<file path="src/rtl/mult_eval_pkg.sv">
// Shared types and helpers for the approximate-multiplier evaluation blocks.
package mult_eval_pkg;

   typedef enum logic [1:0] {IDLE, RUN, DRAIN, DONE} sweep_state_t;

   // Wide enough for the signed difference of two 2*WIDTH+1 operands up to WIDTH=32.
   localparam int unsigned ED_MAX_W = 65;

   function automatic logic [ED_MAX_W-1:0] abs_diff(
      input logic signed [ED_MAX_W-1:0] x,
      input logic signed [ED_MAX_W-1:0] y
   );
      return (x >= y) ? (x - y) : (y - x);
   endfunction

endpackage

</file>
<file path="src/rtl/mult_err_pipe.sv">
// LAT-deep delay line carrying {valid, a, b, exact} alongside the multiplier under test.
module mult_err_pipe #(
   parameter int unsigned WIDTH = 8,
   parameter int unsigned LAT   = 2
) (
   input  logic               clk,
   input  logic               rst,
   input  logic               in_valid,
   input  logic [WIDTH-1:0]   in_a,
   input  logic [WIDTH-1:0]   in_b,
   input  logic [2*WIDTH-1:0] in_exact,
   output logic               out_valid,
   output logic [WIDTH-1:0]   out_a,
   output logic [WIDTH-1:0]   out_b,
   output logic [2*WIDTH-1:0] out_exact
);

   localparam int unsigned EN = 1 + 4*WIDTH;

   logic [EN-1:0]     entry_in;
   logic [LAT*EN-1:0] chain_q;
   logic [LAT*EN-1:0] chain_d;

   assign entry_in = {in_valid, in_a, in_b, in_exact};

   // Stage 0 sits in the low slice; the oldest entry is the top slice.
   if (LAT == 1) begin : g_one
      always_comb begin
         chain_d = entry_in;
      end
   end else begin : g_many
      always_comb begin
         chain_d = {chain_q[(LAT-1)*EN-1:0], entry_in};
      end
   end

   always_ff @(posedge clk or posedge rst) begin
      if (rst) chain_q <= '0;
      else     chain_q <= chain_d;
   end

   assign {out_valid, out_a, out_b, out_exact} = chain_q[LAT*EN-1 -: EN];

endmodule

</file>
<file path="src/rtl/mult_err_sweep.sv">
// Exhaustive operand sweep of an external multiplier, accumulating error-distance
// statistics (sum, max with operands, mismatch count) against the exact product.
module mult_err_sweep
   import mult_eval_pkg::*;
#(
   parameter int unsigned WIDTH  = 8,
   parameter int unsigned LAT    = 2,
   parameter int unsigned SIGNED = 0,
   parameter int unsigned SUM_W  = 4*WIDTH+1
) (
   input  logic               clk,
   input  logic               rst,
   input  logic               start,
   output logic               busy,
   output logic               done,
   output logic [WIDTH-1:0]   dut_a,
   output logic [WIDTH-1:0]   dut_b,
   input  logic [2*WIDTH-1:0] dut_y,
   output logic [SUM_W-1:0]   err_sum,
   output logic [2*WIDTH:0]   err_max,
   output logic [WIDTH-1:0]   worst_a,
   output logic [WIDTH-1:0]   worst_b,
   output logic [2*WIDTH:0]   mismatch_cnt
);

   localparam int unsigned PW = 2*WIDTH;
   localparam int unsigned EW = PW + 1;
   localparam int unsigned DW = $clog2(LAT + 1);
   localparam logic [EW-1:0] LAST_PAIR = {1'b0, {PW{1'b1}}};

   sweep_state_t state_q, state_d;
   logic [EW-1:0]    cnt_q, cnt_d;
   logic [WIDTH-1:0] a_q, a_d, b_q, b_d;
   logic [DW-1:0]    drain_q, drain_d;
   logic [SUM_W-1:0] sum_q, sum_d;
   logic [EW-1:0]    max_q, max_d;
   logic [WIDTH-1:0] wa_q, wa_d, wb_q, wb_d;
   logic [EW-1:0]    mm_q, mm_d;

   logic signed [PW-1:0] sa, sb;
   logic [PW-1:0]        ua, ub, exact_in;
   logic                 chk_valid;
   logic [WIDTH-1:0]     chk_a, chk_b;
   logic [PW-1:0]        chk_exact;
   logic signed [EW-1:0] y_s, x_s;
   logic [ED_MAX_W-1:0]  ed_wide;
   logic [EW-1:0]        ed;

   always_comb begin
      sa = {{WIDTH{a_q[WIDTH-1]}}, a_q};
      sb = {{WIDTH{b_q[WIDTH-1]}}, b_q};
      ua = {{WIDTH{1'b0}}, a_q};
      ub = {{WIDTH{1'b0}}, b_q};
      exact_in = (SIGNED != 0) ? sa * sb : ua * ub;
   end

   mult_err_pipe #(
      .WIDTH (WIDTH),
      .LAT   (LAT)
   ) u_pipe (
      .clk       (clk),
      .rst       (rst),
      .in_valid  (state_q == RUN),
      .in_a      (a_q),
      .in_b      (b_q),
      .in_exact  (exact_in),
      .out_valid (chk_valid),
      .out_a     (chk_a),
      .out_b     (chk_b),
      .out_exact (chk_exact)
   );

   always_comb begin
      y_s = (SIGNED != 0) ? {dut_y[PW-1], dut_y} : {1'b0, dut_y};
      x_s = (SIGNED != 0) ? {chk_exact[PW-1], chk_exact} : {1'b0, chk_exact};
      ed_wide = abs_diff(ED_MAX_W'(y_s), ED_MAX_W'(x_s));
      ed = ed_wide[EW-1:0];
   end

   always_comb begin
      state_d = state_q;
      cnt_d   = cnt_q;
      a_d     = a_q;
      b_d     = b_q;
      drain_d = drain_q;
      sum_d   = sum_q;
      max_d   = max_q;
      wa_d    = wa_q;
      wb_d    = wb_q;
      mm_d    = mm_q;

      if (chk_valid) begin
         sum_d = sum_q + SUM_W'(ed);
         if (ed_wide != '0) mm_d = mm_q + EW'(1);
         // Strict compare keeps the first pair on ties.
         if (ed > max_q) begin
            max_d = ed;
            wa_d  = chk_a;
            wb_d  = chk_b;
         end
      end

      case (state_q)
         IDLE, DONE: begin
            if (start) begin
               state_d = RUN;
               cnt_d   = '0;
               a_d     = '0;
               b_d     = '0;
               sum_d   = '0;
               max_d   = '0;
               wa_d    = '0;
               wb_d    = '0;
               mm_d    = '0;
            end
         end
         RUN: begin
            if (cnt_q == LAST_PAIR) begin
               state_d = DRAIN;
               drain_d = '0;
            end else begin
               cnt_d      = cnt_q + EW'(1);
               {a_d, b_d} = {a_q, b_q} + PW'(1);
            end
         end
         DRAIN: begin
            if (drain_q == DW'(LAT)) state_d = DONE;
            else                     drain_d = drain_q + DW'(1);
         end
         default: state_d = IDLE;
      endcase
   end

   always_ff @(posedge clk or posedge rst) begin
      if (rst) begin
         state_q <= IDLE;
         cnt_q   <= '0;
         a_q     <= '0;
         b_q     <= '0;
         drain_q <= '0;
         sum_q   <= '0;
         max_q   <= '0;
         wa_q    <= '0;
         wb_q    <= '0;
         mm_q    <= '0;
      end else begin
         state_q <= state_d;
         cnt_q   <= cnt_d;
         a_q     <= a_d;
         b_q     <= b_d;
         drain_q <= drain_d;
         sum_q   <= sum_d;
         max_q   <= max_d;
         wa_q    <= wa_d;
         wb_q    <= wb_d;
         mm_q    <= mm_d;
      end
   end

   assign busy         = (state_q == RUN) || (state_q == DRAIN);
   assign done         = (state_q == DONE);
   assign dut_a        = a_q;
   assign dut_b        = b_q;
   assign err_sum      = sum_q;
   assign err_max      = max_q;
   assign worst_a      = wa_q;
   assign worst_b      = wb_q;
   assign mismatch_cnt = mm_q;

endmodule

</file>
<file path="config.mk">
export PLATFORM = sky130hd
export DESIGN_NAME = mult_err_sweep
export DESIGN_NICKNAME = d
export VERILOG_FILES = /design/src/rtl/mult_eval_pkg.sv /design/src/rtl/mult_err_pipe.sv /design/src/rtl/mult_err_sweep.sv
export SDC_FILE = /design/constraint.sdc
export NUM_CORES = 1
export LEC_CHECK = 0
export BUFFER_PORTS_ARGS = -buffer_cell sky130_fd_sc_hd__buf_2
export CAP_MARGIN = 0
export CORE_ASPECT_RATIO = 1.25
export CORE_MARGIN = 4
export CORE_UTILIZATION = 40
export CTS_BUF_LIST = sky130_fd_sc_hd__clkbuf_16
export DETAILED_ROUTE_END_ITERATION = 8
export SYNTH_ARGS = -nofsm -noshare
export SYNTH_HDL_FRONTEND = slang
export SYNTH_SLANG_ARGS = --single-unit
export TNS_END_PERCENT = 30
</file>
<file path="constraint.sdc">
create_clock -name clk -period 5.2 [get_ports clk]
set_input_delay 0 -clock clk [delete_from_list [all_inputs] [get_ports clk]]
set_output_delay 0 -clock clk [all_outputs]
set_load 0.03 [all_outputs]
</file>
**Word level (Yosys, flattened, before mapping)**

Cells that the tools add are included.

- Logic and storage cells: 75
- Output and inout bits: 101
- Register bits: 186

- $lt $le $gt $ge: 2
- Multipliers: 1
- Eq/ne operators: 10
- Reductions and logical operators: 9
- Add/sub/neg operators: 7
- Muxes and demuxes: 35

Operators by type and width:

| operator | number |
|---|---|
| 17-bit two-way mux | 10 |
| 33-bit two-way mux | 3 |
| 8-bit two-way mux | 11 |
| 65-bit two-way mux | 1 |
| 65-bit nonzero test | 1 |
| 17-bit by 1-bit adder with 17-bit output (second input constant) | 2 |
| 17-bit case mux with 2 select lines | 1 |
| 16-bit by 16-bit subtractor with 17-bit output | 2 |
| 33-bit by 17-bit adder with 33-bit output | 1 |
| 8-bit case mux with 2 select lines | 2 |
| 17-bit by 16-bit equality test with 1-bit output (second input constant) | 1 |
| 17-bit greater-than comparator | 1 |
| 16-bit by 1-bit adder with 16-bit output (second input constant) | 1 |
| 16-bit greater-or-equal comparator | 1 |
| 8-bit by 8-bit multiplier with 16-bit output | 1 |
| 2-bit two-way mux | 5 |
| 2-bit inequality test (second input constant) | 5 |
| 3-bit AND reduction | 3 |
| 2-bit equality test (second input constant) | 3 |
| 2-bit case mux with 3 select lines | 1 |
| 2-bit case mux with 2 select lines | 1 |
| 2-bit nonzero test | 2 |
| 2-bit by 1-bit adder with 2-bit output (second input constant) | 1 |
| 2-bit by 1-bit equality test with 1-bit output (second input constant) | 1 |
| other kinds (3) | 3 |

**Longest topological paths before layout**

- Word-level depth: 7
- Depth in mapped cells: 22
- Depth with buffers taken out: 21

**Hierarchy**

From an unflattened synthesis, not the netlist that was laid out.

- Cells, all modules: 1,351
- Area, all modules: 12,595.8 um2

By module, submodules not included:

| module | area each (um2) | instances | cells an instance |
|---|---|---|---|
| mult_err_sweep | 10,700.3 | 1 | 1,252 |
| mult_err_pipe | 1,895.6 | 1 | 99 |

**Least setup slack after synthesis**

Ideal clock, no wire load.

- Kind: register to register
- From: register a_q[1] (netlist: dut_a[1])
- To: register u_pipe.chain_q[13]
- Required time: 5.078 ns
- Clock period less this slack: 4.664 ns
- Stages on the path, launching flop included: 19
- Path slack: 0.536 ns
- Data arrival time: 4.541 ns
- Path through: dfrtp_1 -> clkbuf_1 -> and2_1 -> fa_1 -> fa_1 -> inv_1 -> fa_1 -> fa_1 -> inv_1 -> ha_1 -> o21ai_0 -> a21boi_0 -> o21ai_0 -> a21boi_0 -> o21ai_0 -> a21boi_0 -> o21ai_0 -> nor2b_1 -> xnor2_1

- Longest elaborated chain between the ends: 1

Ends and longest elaborated chain:

| element | line | text |
|---|---|---|
| start: declaration | mult_err_sweep.sv:33 | `logic [WIDTH-1:0] a_q, a_d, b_q, b_d;` |
| start signal: assignment | mult_err_sweep.sv:138 | `a_q <= '0;` |
| start signal: assignment | mult_err_sweep.sv:149 | `a_q <= a_d;` |
| 8-bit by 8-bit multiplier with 16-bit output | mult_err_sweep.sv:54 | `exact_in = (SIGNED != 0) ? sa * sb : ua * ub;` |
| net exact_in[13] | mult_err_sweep.sv:41 | `logic [PW-1:0] ua, ub, exact_in;` |
| end signal: assignment | mult_err_pipe.sv:39 | `else chain_q <= chain_d;` |
| end: declaration | mult_err_pipe.sv:21 | `logic [LAT*EN-1:0] chain_q;` |

The timed path passes the listed nets, and every way through them passes these cells.
A chain may end at the register's enable or synchronous reset.

**Worst setup path after layout**

- From: register u_pipe.chain_q[41]
- To: register sum_q[27] (netlist: err_sum[27])

- Longest elaborated chain between the ends: 6

Ends and longest elaborated chain:

| element | line | text |
|---|---|---|
| 16-bit by 16-bit subtractor with 17-bit output or 16-bit greater-or-equal comparator (tied branches) | mult_eval_pkg.sv:13 | `return (x >= y) ? (x - y) : (y - x);` |
| 65-bit two-way mux (*) | mult_eval_pkg.sv:13 |  |
| 33-bit by 17-bit adder with 33-bit output (*) | mult_err_sweep.sv:93 | `sum_d = sum_q + SUM_W'(ed);` |
| 33-bit two-way mux (*) | mult_err_sweep.sv:92 | `if (chk_valid) begin` |
| 33-bit two-way mux | mult_err_sweep.sv:105 | `if (start) begin` |
| 33-bit two-way mux (*) | mult_err_sweep.sv:103 | `case (state_q)` |
| net sum_d[27] | mult_err_sweep.sv:35 | `logic [SUM_W-1:0] sum_q, sum_d;` |
| end signal: assignment | mult_err_sweep.sv:152 | `sum_q <= sum_d;` |
| end: declaration | mult_err_sweep.sv:35 |  |

The timed path passes the listed nets; every way through them passes the cells marked *.

==> metrics.csv <==
stage,metric,value,unit
clock_network,CTS Buf Count,17,
clock_network,Post-CTS Setup Bufs,0,
grt,vias in the first global route,10150,
setup_path,CP Launch Type,flop,
timing,Setup Total Neg Slack,0,ns
setup_path,R2R cell count,18,
timing,setup skew after layout,0.01409,ns
setup_path,CP max FO,14,
drt,1st-iter DRT viols,562,
die,Initial Util,40.62,%
min_path,Hold Path Depth,6,
finish,Layout area overhead,14.73,%
flow_run,Max Cap Violations,0,
die,die area,0.03439,sq mm
clock_network,# clock sinks,186,
drt,drt pass-1 iters,5,
die,I/O pins,120,
die,# rows,72,
power,Final Power,5133,uW
run_status,status,finished clean,
setup_path,Most common cell on crit path,xor2_1,
logic_synthesis,Synth top area share,36.97,%
logic_synthesis,synth top area cells,"dfrtp_1 (37%), ha_1 (11%), fa_1 (6.2%), a21oi_1 (4.5%), inv_1 (3.9%)",
place,Placed Cells,1879,
finish,Final Non-Filler Cells,1912,
drt,Routed WL,31.91,mm
timing,Setup-failing EPs final,0,
logic_synthesis,Mean Syn Cell Area,9.189,sq um
finish,Final #Nets,1663,
logic_synthesis,"area leader, netlist",dfrtp_1,
clock_network,clk buf depth,2,
logic_synthesis,synthesized flop and latch total,186,
clock_network,worst-skew pair later-pin latency,0.44,ns
clock_network,# H-tree levels,4,
place,Port-buffer cells,119,
die,Die Y,206.4,um
power,PwrDens,355.4,mW/mm^2
logic_synthesis,Syn Inst Count,1370,
logic_synthesis,dominant synthesized flop cell,dfrtp_1,
timing,crit share post-route,94.29,%
timing,fmax,203.9,MHz
drt,Vias,10290,
die,Core ar.,0.03099,sq mm
timing,number of hold violations in the final report,0,
timing,Max Transition Viols Final,0,
drt,drt drc,0,
clock_network,clk root buf,clkbuf_16,
clock_network,CTS tree,built,
setup_path,"slowest stage cell, crit path",o31ai_2,
logic_synthesis,Synth warnings,0,
logic_synthesis,synth unique cells,68,
grt,first-pass GRT wire length,52.10,mm
power,P_leak,0.007262,uW
drt,routed vias/inst,5.379,
setup_path,Worst R2R Setup Slack,0.30,ns
logic_synthesis,"EDFF count, synth",0,
grt,largest net degree at the start of global routing,137,
grt,initial antenna violation count,2,
place,GPL Wtd Cong,0.9009,
die,die width,166.7,um
power,Peak supply drop,203.1,uV
setup_path,CP Data Arrival Time,5.19,ns
finish,layout cells sized above 1,15.15,%
timing,unrepaired setup endpoints after global routing,yes,
place,detailed placement HPWL,24.25,mm
clock_network,Clock Pin Slew Worst Setup and Hold Paths,0.08,ns
drt,Routed Antenna Nets,0,
grt,Overflow after GRT,0,
setup_path,worst path required time,5.49,ns
timing,"Min Clock Period, post-route",4.903,ns
drt,Wirelength per Cell,16.69,um
logic_synthesis,Async SR Flop Fraction,100.0,%
grt,GR Util All Layers,18.56,%
setup_path,Critical Path Max Stage Delay,0.50,ns
setup_path,critical setup path kind,flop to flop,
logic_synthesis,sequential-to-total area share from yosys stat,36.97,%
timing,relative slew slack,38.60,%
logic_synthesis,synthesized net count,1540,
setup_path,crit-path cells,"ha_2, nand4_2, or2_1, o211ai_2, o31a_1, buf_4, mux2i_1, xor2_1, ha_1, or3_1, o21ai_0, a21oi_1, a211oi_2, o31ai_2, and2_1, nand4_1, xor2_1, nor2_1",
logic_synthesis,area of the mapped netlist,0.01259,sq mm
min_path,Hold Path Class,primary input to flop,
setup_path,Crit. End Element,flop,
timing,worst-margin pin slew,0.9211,ns
finish,# diodes,0,
==> synth_stat cells (all sizes together) (9+ instances only) <==
cell type,n
a211oi,13
a21o,24
a21oi,114
and2,49
and3,12
buf,21
clkbuf,45
dfrtp,186
fa,39
ha,112
inv,131
mux2i,33
nand2,98
nand2b,18
nand3,46
nand4,27
nor2,85
nor2b,10
nor3,41
o21ai,79
o21bai,9
o31ai,10
or3,19
or4,9
xnor2,22
xor2,39
==> per-stage QoR <==
stage                     hold WS, ns  utilization (%)  worst slack [ns]  cell area (sq um)
after floorplan                0.2085                -            0.1429              12590
after global placement         0.2815            44.61            0.1300              13820
after detailed placement       0.2871            44.61          -0.02205              13820
after CTS                      0.1943            46.52           0.03059              14420
after global routing           0.2554            46.61          -0.02976              14440
final                          0.2030            46.61            0.2967              14440
==> cells in the final DEF, fill, tap and decap left out, types with 4 or more instances in the layout <==
master / synthesis / routed
dfrtp_1: 186 / 183
inv_1: 130 / 130
buf_2: 9 / 119
a21oi_1: 113 / 112
ha_1: 112 / 110
nand2_1: 98 / 98
nor2_1: 85 / 84
o21ai_0: 70 / 69
and2_1: 49 / 49
buf_4: 5 / 48
nand3_1: 46 / 46
nor3_1: 41 / 40
xor2_1: 39 / 39
fa_1: 39 / 39
mux2i_1: 33 / 33
nand4_1: 26 / 26
a21o_1: 24 / 24
xnor2_1: 22 / 22
or3_1: 19 / 19
nand2b_1: 18 / 18
clkbuf_16: 0 / 17
and3_1: 12 / 12
a211oi_1: 13 / 11
nor2b_1: 10 / 10
o21ai_1: 9 / 10
o21bai_1: 9 / 9
o31ai_1: 10 / 8
o21a_1: 7 / 7
or4_1: 7 / 7
o31a_1: 6 / 6
o211ai_1: 5 / 5
or2_2: 4 / 4
a21boi_1: 0 / 4
==> registers in the layout, indices dropped and copies added (netlist names) <==
| register | count |
|---|---|
| worst_b | 8 |
| err_max | 17 |
| dut_a | 8 |
| u_pipe.chain_q | 66 |
| cnt_q | 17 |
| state_q | 2 |
| drain_q | 2 |
| worst_a | 8 |
| mismatch_cnt | 17 |
| err_sum | 33 |
| dut_b | 8 |
==> critical path: cells and delay by family (launching register included) <==
kind / cells / cell delay [ns]
AOI/OAI and AO/OA: 6 / 1.59
adders and majority gates: 2 / 0.70
and+or+nand+nor: 6 / 1.05
buffers and inverters: 1 / 0.28
DFF: 1 / 0.38
xor gates and xnor gates: 2 / 0.49
muxes: 1 / 0.24
==> kinds of logic (layout without fill, tap and decap cells) <==
group	Yosys count	count (layout)	share of synthesized area [%]
AO/OA/AOI/OAI	303	303	14.67
XOR/XNOR	61	61	4.244
adder cells (fa/ha/maj)	151	151	17.33
buffers and inverters	198	333	6.201
flip-flops	186	186	36.97
multiplexers	36	36	2.982
AND/OR/NAND/NOR	435	435	17.60
==> area by class of cell <==
class	count	area, sq um
Tap cell	407	509.2
Fill cell	2995	16550
Clock inverter	14	141.4
Sequential cell	186	4658
Timing Repair Buffer	170	996.0
Clock buffer	17	425.4
Multi-Input combinational cell	986	7211
Inverter	132	503.0
==> metal layers <==
metal	vias up	routed length, um	share of wire [%]	track usage (%)
met5	-	34	0.11	0
met4	4	746	2.3	6.080
met3	48	1135	3.6	2.908
met2	206	16230	51	33.02
met1	5084	13760	43	23.17
li1	4943	-	-	-
==> repair_timing <==
action | CTS | global route
resized for setup | 1 | 14
setup endpoints to repair | 6 | 20
endpoints found under the hold margin | 137 | 0
hold buffers | 2 | 0
cloned | 0 | 0
pin swaps | 0 | 1
==> power by group <==
group	switching [uW]	leakage (uW)	internal (uW)
Clock	591	0.000278	670
Combinational	1380	0.00444	710
Sequential	161	0.00255	1620
Total	2130	0.00726	3000
==> path summary, 6_finish.rpt <==
path / to / from
worst max-delay path: err_sum[27] / u_pipe.chain_q[41]
worst min-delay path: err_max[0] / dut_y[0]
worst max register to register: err_sum[27] / u_pipe.chain_q[41]
worst min register to register: u_pipe.chain_q[43] / u_pipe.chain_q[10]
max in group asynchronous: err_sum[1] / rst
min in group asynchronous: err_sum[20] / rst
Power figures use the tool's default switching activity.
